===== config.mk =====
export PLATFORM = sky130hd
export DESIGN_NAME = dct_transpose_buffer
export DESIGN_NICKNAME = d
export VERILOG_FILES = /design/src/rtl/dct_pkg.sv /design/src/rtl/dct_tp_ram.sv /design/src/rtl/dct_transpose_buffer.sv
export SDC_FILE = /design/constraint.sdc
export NUM_CORES = 2
export LEC_CHECK = 0
export ABC_AREA = 1
export CAP_MARGIN = 5
export CELL_PAD_IN_SITES_DETAIL_PLACEMENT = 1
export CELL_PAD_IN_SITES_GLOBAL_PLACEMENT = 2
export CORE_UTILIZATION = 25
export DETAILED_ROUTE_END_ITERATION = 8
export PLACE_DENSITY_LB_ADDON = 0.1
export REMOVE_ABC_BUFFERS = 1
export SLEW_MARGIN = 30
export SYNTH_ARGS = -nofsm -noshare
export SYNTH_HDL_FRONTEND = slang
export SYNTH_HIERARCHICAL = 1
export SYNTH_SLANG_ARGS = --single-unit

===== constraint.sdc =====
create_clock -name CLK -period 3.4 [get_ports CLK]
set_clock_uncertainty 0.2 [all_clocks]
set_input_delay 0.34 -clock CLK [delete_from_list [all_inputs] [get_ports CLK]]
set_output_delay 0.34 -clock CLK [all_outputs]
set_load 0.005 [all_outputs]

===== src/rtl/dct_pkg.sv =====
// Shared constants, bank-state type and address/saturation helpers for the DCT transpose buffer.
package dct_pkg;

  localparam int unsigned DctPoints     = 8;
  localparam int unsigned DctLog2Points = 3;
  localparam int unsigned DctDinWidth   = 19;
  localparam int unsigned DctDoutWidth  = 15;
  localparam int unsigned SatMaxWidth   = 32;

  typedef enum logic [1:0] {
    BankEmpty,
    BankFilling,
    BankFull,
    BankReading
  } bank_state_e;

  function automatic logic bank_holds_data(input bank_state_e st);
    return (st == BankFull) || (st == BankReading);
  endfunction

  // din is sign-extended to SatMaxWidth; clip when bits [in_w-1:out_w-1] disagree with the sign.
  function automatic logic [SatMaxWidth-1:0] sat_clip(input logic [SatMaxWidth-1:0] din,
                                                      input int unsigned in_w,
                                                      input int unsigned out_w);
    logic                   sign;
    logic [SatMaxWidth-1:0] mask;
    logic [SatMaxWidth-1:0] masked;
    logic [SatMaxWidth-1:0] max_pos;
    logic                   clip;
    sign    = |(din & (32'd1 << (in_w - 1)));
    mask    = ((32'd1 << in_w) - 32'd1) & ~((32'd1 << (out_w - 1)) - 32'd1);
    masked  = din & mask;
    clip    = sign ? (masked != mask) : (masked != '0);
    max_pos = (32'd1 << (out_w - 1)) - 32'd1;
    if (!clip) begin
      return din;
    end
    return sign ? ~max_pos : max_pos;
  endfunction

  // Column-major offset: (cnt mod N) * N + cnt / N.
  function automatic logic [SatMaxWidth-1:0] transpose_addr(input logic [SatMaxWidth-1:0] cnt,
                                                            input int unsigned log2n);
    logic [SatMaxWidth-1:0] n_mask;
    n_mask = (32'd1 << log2n) - 32'd1;
    return ((cnt & n_mask) << log2n) | ((cnt >> log2n) & n_mask);
  endfunction

endpackage


===== src/rtl/dct_tp_ram.sv =====
// Simple dual-port RAM holding both transpose banks: one write port, one registered read port.
module dct_tp_ram #(
  parameter int unsigned C_DEPTH      = 128,
  parameter int unsigned C_ADDR_WIDTH = 7,
  parameter int unsigned C_DATA_WIDTH = 19
) (
  input  logic                    CLK,
  input  logic                    we,
  input  logic [C_ADDR_WIDTH-1:0] waddr,
  input  logic [C_DATA_WIDTH-1:0] wdata,
  input  logic [C_ADDR_WIDTH-1:0] raddr,
  output logic [C_DATA_WIDTH-1:0] rdata
);

  logic [C_DATA_WIDTH-1:0] mem [C_DEPTH];

  always_ff @(posedge CLK) begin
    if (we) begin
      mem[waddr] <= wdata;
    end
    rdata <= mem[raddr];
  end

endmodule


===== src/rtl/dct_transpose_buffer.sv =====
// Ping-pong transpose memory between row and column DCT stages: row-major in, column-major out,
// with write flow control, read backpressure, programmable read gap and optional saturation.
module dct_transpose_buffer
  import dct_pkg::*;
#(
  parameter int unsigned C_POINTS      = 8,
  parameter int unsigned C_LOG2_POINTS = 3,
  parameter int unsigned C_DIN_WIDTH   = 19,
  parameter int unsigned C_DOUT_WIDTH  = 15,
  parameter int unsigned C_SATURATE    = 1,
  parameter int unsigned C_READ_GAP    = 0
) (
  input  logic                    CLK,
  input  logic                    RST,
  input  logic [C_DIN_WIDTH-1:0]  DIN,
  input  logic                    ND,
  output logic                    RFD,
  input  logic                    CRFD,
  output logic [C_DOUT_WIDTH-1:0] DOUT,
  output logic                    RDY,
  output logic                    OVERFLOW,
  output logic [1:0]              BANKS_FULL
);

  localparam int unsigned NumCells = C_POINTS * C_POINTS;
  localparam int unsigned CntW     = 2 * C_LOG2_POINTS;
  localparam int unsigned AddrW    = CntW + 1;
  localparam int unsigned GapW     = (C_READ_GAP > 0) ? $clog2(C_READ_GAP + 1) : 1;

  bank_state_e             bank_q [2];
  bank_state_e             bank_d [2];
  logic                    wr_bank_q, rd_bank_q;
  logic [CntW-1:0]         wr_cnt_q, rd_cnt_q;
  logic [GapW-1:0]         gap_q;
  logic                    ovf_q;
  logic [1:0]              banks_full_q;
  logic [AddrW-1:0]        rd_addr_q;
  logic                    rd_v0_q, rd_v1_q, rdy_q;
  logic [C_DOUT_WIDTH-1:0] dout_q, sat_val;
  logic [C_DIN_WIDTH-1:0]  ram_rdata;
  logic                    wr_en, wr_last, rd_issue, rd_last;

  assign RFD      = !bank_holds_data(bank_q[wr_bank_q]);
  assign wr_en    = ND && RFD;
  assign wr_last  = &wr_cnt_q;
  assign rd_issue = bank_holds_data(bank_q[rd_bank_q]) && CRFD && (gap_q == '0);
  assign rd_last  = &rd_cnt_q;

  // Fill and free always target different banks, so both updates can land in one cycle.
  always_comb begin
    bank_d = bank_q;
    if (wr_en) begin
      if (wr_last) bank_d[wr_bank_q] = BankFull;
      else         bank_d[wr_bank_q] = BankFilling;
    end
    if (rd_issue) begin
      if (rd_last) bank_d[rd_bank_q] = BankEmpty;
      else         bank_d[rd_bank_q] = BankReading;
    end
  end

  always_ff @(posedge CLK or posedge RST) begin
    if (RST) begin
      bank_q[0]    <= BankEmpty;
      bank_q[1]    <= BankEmpty;
      banks_full_q <= 2'd0;
      wr_bank_q    <= 1'b0;
      wr_cnt_q     <= '0;
      ovf_q        <= 1'b0;
    end else begin
      bank_q       <= bank_d;
      banks_full_q <= {1'b0, bank_holds_data(bank_d[0])} + {1'b0, bank_holds_data(bank_d[1])};
      if (ND && !RFD) begin
        ovf_q <= 1'b1;
      end
      if (wr_en) begin
        wr_cnt_q <= wr_cnt_q + CntW'(1);
        if (wr_last) begin
          wr_bank_q <= ~wr_bank_q;
        end
      end
    end
  end

  always_ff @(posedge CLK or posedge RST) begin
    if (RST) begin
      rd_bank_q <= 1'b0;
      rd_cnt_q  <= '0;
      gap_q     <= '0;
      rd_addr_q <= '0;
      rd_v0_q   <= 1'b0;
      rd_v1_q   <= 1'b0;
      rdy_q     <= 1'b0;
      dout_q    <= '0;
    end else begin
      rd_v0_q <= rd_issue;
      rd_v1_q <= rd_v0_q;
      rdy_q   <= rd_v1_q;
      if (rd_issue) begin
        rd_addr_q <= {rd_bank_q, CntW'(transpose_addr(32'(rd_cnt_q), C_LOG2_POINTS))};
        rd_cnt_q  <= rd_cnt_q + CntW'(1);
        gap_q     <= GapW'(C_READ_GAP);
        if (rd_last) begin
          rd_bank_q <= ~rd_bank_q;
        end
      end else if (gap_q != '0) begin
        gap_q <= gap_q - GapW'(1);
      end
      if (rd_v1_q) begin
        dout_q <= sat_val;
      end
    end
  end

  always_comb begin
    sat_val = '0;
    if (C_SATURATE != 0) begin
      sat_val = C_DOUT_WIDTH'(sat_clip(32'($signed(ram_rdata)), C_DIN_WIDTH, C_DOUT_WIDTH));
    end else begin
      sat_val = ram_rdata[C_DOUT_WIDTH-1:0];
    end
  end

  dct_tp_ram #(
    .C_DEPTH      (2 * NumCells),
    .C_ADDR_WIDTH (AddrW),
    .C_DATA_WIDTH (C_DIN_WIDTH)
  ) u_ram (
    .CLK   (CLK),
    .we    (wr_en),
    .waddr ({wr_bank_q, wr_cnt_q}),
    .wdata (DIN),
    .raddr (rd_addr_q),
    .rdata (ram_rdata)
  );

  assign DOUT       = dout_q;
  assign RDY        = rdy_q;
  assign OVERFLOW   = ovf_q;
  assign BANKS_FULL = banks_full_q;

endmodule


=== Word level (Yosys, flattened, before mapping) ===
Memory sizes are Yosys's and may differ from the RTL's. A register that Yosys moved wholly into a read port is not among the register bits.
Cells that the tools add are included.

* Add/subtract/negate cells: 4
* Order comparisons: 4
* Equal/unequal tests: 9
* Muxes and demuxes: 21
* Bitwise logic cells: 15
* Reductions and logical operators: 16

{| class="wikitable"
|+ Operator list
! cell !! number
|-
| $reduce_bool 32->1 || 1
|-
| $mux 15 || 2
|-
| $eq 2x2->1 const B || 8
|-
| $mux 2 || 8
|-
| $mux 4 || 4
|-
| $reduce_and 7->1 || 2
|-
| $add 6x1->6 const B || 2
|-
| $reduce_and 6->1 || 2
|-
| $logic_and 1x1->1 || 6
|-
| $or 6x3->6 || 1
|-
| $mux 1 || 5
|-
| $ne 5x5->1 const B || 1
|-
| $and 2x2->2 || 2
|-
| $and 4x4->4 || 1
|-
| $demux 2 s1 || 2
|-
| $ge 2x2->1 const B || 2
|-
| $logic_or 1x1->1 || 4
|-
| $lt 2x1->1 const B || 2
|-
| $not 1->2 || 2
|-
| $not 2->2 || 2
|-
| $not 4->4 || 1
|-
| $or 2x2->2 || 2
|-
| $or 4x4->4 || 1
|-
| $not 1->1 || 3
|-
| 3 further kinds || 3
|}

* Bits in registers: 47
* Bits in writable memories: 2432
* Bits of input ports: 23
* Output and inout bits: 20
* Word-level logic and storage cells: 84
* Memories kept: 1

{| class="wikitable"
|+ Memory list
! name !! words !! width !! rd ports !! clocked after Yosys merged registers in !! wr ports !! RTL line !! source
|-
| u_ram.mem || 128 || 19 || 1 || 1 || 1 || dct_tp_ram.sv:15 || <nowiki>logic [C_DATA_WIDTH-1:0] mem [C_DEPTH];</nowiki>
|}

=== Depth between registers and ports, before layout ===
* Depth in word-level cells: 15
* Mapped depth: 12
* Gate-level depth less buffers: 9

=== By module ===
Netlist, hierarchy kept.

{| class="wikitable"
|+ By module, submodules not included
! module !! times used !! cells each !! area an instance (um^2) !! seq. area each (um^2)
|-
| dct_tp_ram || 1 || 8029 || 97742.5 || 73410.4
|-
| dct_transpose_buffer || 1 || 225 || 1981.9 || 1101.1
|}

=== Least setup slack after synthesis ===
Ideal clock, no wire load.

* Path type: register to register
* Start: register wr_bank_q
* End: memory u_ram.mem[105][0] (enable)
* Setup time: 0.395 ns
* Arrival: 2.335 ns
* Path slack: 0.471 ns
* Stages on the path, launching flop included: 8
* Buffers on the path: 2
* Period minus slack after synthesis: 2.929 ns
* Cell sequence: dfrtp_1 > o21ai_2 > nand2_2 > inv_2 > clkbuf_1 > nand2_1 > clkbuf_1 > nor2_1

* Cells in the longest elaborated chain, start to end: 10

{| class="wikitable"
|+ RTL lines
! element !! RTL line !! source
|-
| from (decl) || dct_transpose_buffer.sv:32 || <nowiki>logic wr_bank_q, rd_bank_q;</nowiki>
|-
| from (signal assigned) || dct_transpose_buffer.sv:79 || <nowiki>wr_bank_q <= ~wr_bank_q;</nowiki>
|-
| $not 1->2 (not written as such) * || dct_transpose_buffer.sv:43 || <nowiki>assign RFD = !bank_holds_data(bank_q[wr_bank_q]);</nowiki>
|-
| $mux 2 (not written as such) * (3 in a row) || dct_transpose_buffer.sv:43 ||
|-
| $eq 2x2->1 || dct_pkg.sv:18 || <nowiki>return (st == BankFull) || (st == BankReading);</nowiki>
|-
| $logic_or 1x1->1 * || dct_pkg.sv:18 ||
|-
| $logic_not 1->1 * || dct_transpose_buffer.sv:43 ||
|-
| named net RFD || dct_transpose_buffer.sv:17 || <nowiki>output logic RFD,</nowiki>
|-
| $logic_and 1x1->1 * || dct_transpose_buffer.sv:44 || <nowiki>assign wr_en = ND && RFD;</nowiki>
|-
| named net wr_en || dct_transpose_buffer.sv:41 || <nowiki>logic wr_en, wr_last, rd_issue, rd_last;</nowiki>
|-
| $mux 1 * || dct_tp_ram.sv:18 || <nowiki>if (we) begin</nowiki>
|-
| $mux 1 (not written as such) * || dct_tp_ram.sv:19 || <nowiki>mem[waddr] <= wdata;</nowiki>
|-
| to (decl) || dct_tp_ram.sv:15 ||
|}

The timed path passes the listed nets; every way through them passes the cells marked *. The select of a mux whose other input is x is not followed.

==> impl_metrics.tcl <==
set metrics [dict create \
    cts_tree "yes" \
    drc 0 \
    firstDrtPassIters 5 \
    drt-total-wl_um 392100 \
    synth_edf_count 2432 \
    antenna_found_initial 22 \
    initial_core_util 0.2515 \
    cts_buffers 303 \
    final_max_slew_viol_count 0 \
    synth_top_family_by_area "simple AND/OR/NAND/NOR gates" \
    timing.rr.end "u_ram/rdata[17]" \
    syn_inst 8254 \
    regToRegStartpoint "rd_addr_q[0]" \
    grt_max_degree 94 \
    synth_top_area_frac 0.7323 \
    num_vias 66760 \
    core.rowCount 231 \
    crit_chain "inv_8 -> buf_12 -> buf_12 -> buf_4 -> nand2_1 -> nand3_1 -> nand3_1 -> nand3_1 -> nand3_1 -> nand3_1 -> nand3_1 -> nand2_1" \
    h-tree-depth 5 \
    cp_max_fo 17 \
    synth_area_leaders "edfxtp_1, nand3_1, nand2_1" \
    drive_above_1_share 0.1268 \
    max_freq_mhz 307.2 \
    io_buffers 42 \
    viasPerCell 4.737 \
    tightest_slew_ps 1020 \
    synth_seq_cells 2495 \
    clk_pin_slew_ps 60 \
    cp_common_cell "nand3_1" \
    fin_crit_sh 0.9574 \
    synthXorXnorAreaFrac 0.0004391 \
    yosys_warnings 6 \
    grt_pass1_wl_um 551000 \
    start_kind "flop" \
    fin_area_um2 121300 \
    leakage_nw 41.72 \
    ir_drop_uv 461.0 \
    grtUsageTotal 0.1926 \
    cts-root-buf "clkbuf_16" \
    worst_setup_path_end_kind "flop" \
    synth.distinct_cells 32 \
    max_stage_delay_ps 600 \
    hold_viol 0 \
    antenna_left 0 \
    synth-compound-area-share 0.001907 \
    fp.coreArea_um2 396500 \
    dieArea_um2 401400 \
    die_h_um 633.6 \
    hp-start "rd_v0_q" \
    gp_congestion 0.7773 \
    critPathBufInv 4 \
    required_ps 4050 \
    crit_path_top_delay_cell "dfrtp_4" \
    io_pins 43 \
    slew_headroom 0.3198 \
    synth_fa_ha_area_frac 0.0003764 \
    yosys-mux-area-fraction 0.0001129 \
    timing_worst_setup_path_type "flop to flop" \
    grt-ovfl-total 0 \
    yosys.area_share.simple 0.2235 \
    reg2reg_depth 12 \
    wl_per_cell_um 27.82 \
    final-setup-viol-count 0 \
    outcome "complete, no violations" \
    grt_pass1_vias 68670 \
    drt_iter0_drc 4347 \
    clock_latency_ps 920 \
    dp_hpwl_um 234000 \
    die_w_um 633.6 \
    cts_sinks 2495 \
    finalNetCount 8630 \
    synth_ff_type "edfxtp_1" \
    syn_to_final_growth_pct 21.60 \
    fin_ws_ps 144.9 \
    p_per_area_nw_per_um2 816.3 \
    finalCriticalPeriod_ps 3255 \
    synth_top_cell_by_area "edfxtp_1" \
    rsz0062_at_grt "false" \
    multi_input_area_um2 22950 \
    syn_area_per_cell_um2 12.08 \
    arrival_ps 3900 \
    seq_area_um2 74530 \
    pre_cts_ws_ps -242.6 \
    drv_cap 0 \
    cts_buffer_depth 4 \
    hold_depth 0 \
    cp_top_family "simple AND/OR/NAND/NOR gates" \
    yosysSeqAreaShare 0.7472 \
    postPlaceCellArea_um2 111600 \
    hold_class "flop to flop" \
    hold_end "rd_v1_q" \
    final_core_util 0.3058 \
    reg2reg_slack_ps 140 \
    nFillCells 42630 \
    async_flop_share 0.01764 \
    netlist_area_um2 99720 \
]
## flip-flops by register name, indices dropped and copies added (netlist names), 2 cells and up
name,cells
u_ram/mem,2432
u_ram/rdata,19
DOUT,15
rd_addr_q,7
rd_cnt_q,6
wr_cnt_q,6
BANKS_FULL,2
bank_q,2
## cells by family after synthesis
| group | Yosys count |
|---|---|
| adder cells (fa/ha/maj) | 3 |
| flip-flops | 2495 |
| buffers and inverters | 595 |
| XOR/XNOR | 5 |
| multiplexers | 1 |
| AND/OR/NAND/NOR | 5124 |
| AO/OA/AOI/OAI | 31 |
## placed cells by master (no fill, tap or decap), drive strengths merged
master and count:
xor2 3, inv 55, nor3 9, clkinvlp 3, clkinv 117, mux2 1
dfxtp 19, nand4 4, dlygate4sd3 22, buf 545, a21boi 1, clkbuf 398
xnor2 2, edfxtp 2432, nand3 2408, clkdlybuf4s50 23, diode 17, ha 3
nand2 2543, nor2 160, a21oi 16, o21ai 13, o21bai 1, dfrtp 44
bufinv 11
## synthesized netlist by cell type, drive strengths merged, types with 2 or more instances
master	count
inv	47
ha	3
dfrtp	44
o21ai	13
buf	369
a21oi	16
nor3	9
nand3	2408
clkbuf	177
clkinv	2
dfxtp	19
nor2	160
nand2	2543
edfxtp	2432
xor2	3
xnor2	2
nand4	4
## metal layers
| metal | wire, µm | up-vias | GRT usage | share of wire |
|---|---|---|---|---|
| met5 | 0 | - | 0 | 0 |
| met4 | 8751 | 0 | 0.04274 | 0.022 |
| met3 | 12560 | 395 | 0.02061 | 0.032 |
| met2 | 185300 | 1038 | 0.3182 | 0.47 |
| met1 | 185400 | 35090 | 0.2714 | 0.47 |
| li1 | - | 30240 | - | - |
## worst max path at each step
stage                       from         endpoint  slack [ps]  depth (start not counted)
floorplan           rd_addr_q[0]  u_ram/rdata[14]      -71640                          9
global placement    rd_addr_q[0]  u_ram/rdata[11]        -180                         11
detailed placement  rd_addr_q[0]  u_ram/rdata[11]        -240                         11
CTS                 rd_addr_q[0]   u_ram/rdata[5]          20                         12
global route        rd_addr_q[0]  u_ram/rdata[12]          60                         12
finish              rd_addr_q[0]  u_ram/rdata[17]         140                         12
## cell type report
| type | count | share of cell area |
|---|---|---|
| Sequential cell | 2495 | 0.6146 |
| Multi-Input combinational cell | 5164 | 0.1892 |
| Clock buffer | 397 | 0.06802 |
| Timing Repair Buffer | 591 | 0.06296 |
| Tap cell | 5242 | 0.05409 |
| Clock inverter | 137 | 0.008905 |
| Inverter | 49 | 0.001806 |
| Antenna cell | 17 | 0.0003508 |
## power breakdown
| group | switching (W) | total (W) | internal [W] |
|---|---|---|---|
| Sequential | 0.000783 | 0.0353 | 0.0345 |
| Combinational | 0.0232 | 0.0324 | 0.00926 |
| Clock | 0.0133 | 0.0312 | 0.0179 |
| Total | 0.0373 | 0.0990 | 0.0617 |
## stage by stage
| step | TNS [ps] | power [W] | hold slack [ps] | cells |
|---|---|---|---|---|
| 3_3_place_gp | -294.5 | 0.06903 | 134.4 | 13510 |
| 6_report | 0 | 0.09899 | 155.9 | 14090 |
| 5_1_grt | 0 | 0.1039 | 144.4 | 14080 |
| 4_1_cts | 0 | 0.1009 | 143.3 | 14070 |
| 3_5_place_dp | -401.5 | 0.06911 | 150.3 | 13510 |
| 2_1_floorplan | -1384780 | 0.04450 | 131.2 | 7708 |
## what timing repair did
| item | CTS | global route |
|---|---|---|
| setup endpoints to repair | 5 | 2 |
| setup buffers | 0 | 3 |
| gates resized for setup | 8 | 1 |
| hold buffers | 22 | 0 |
| cloned | 0 | 1 |
| hold endpoints to repair | 1636 | 0 |
Note: power is estimated with default switching activity, not from simulation.
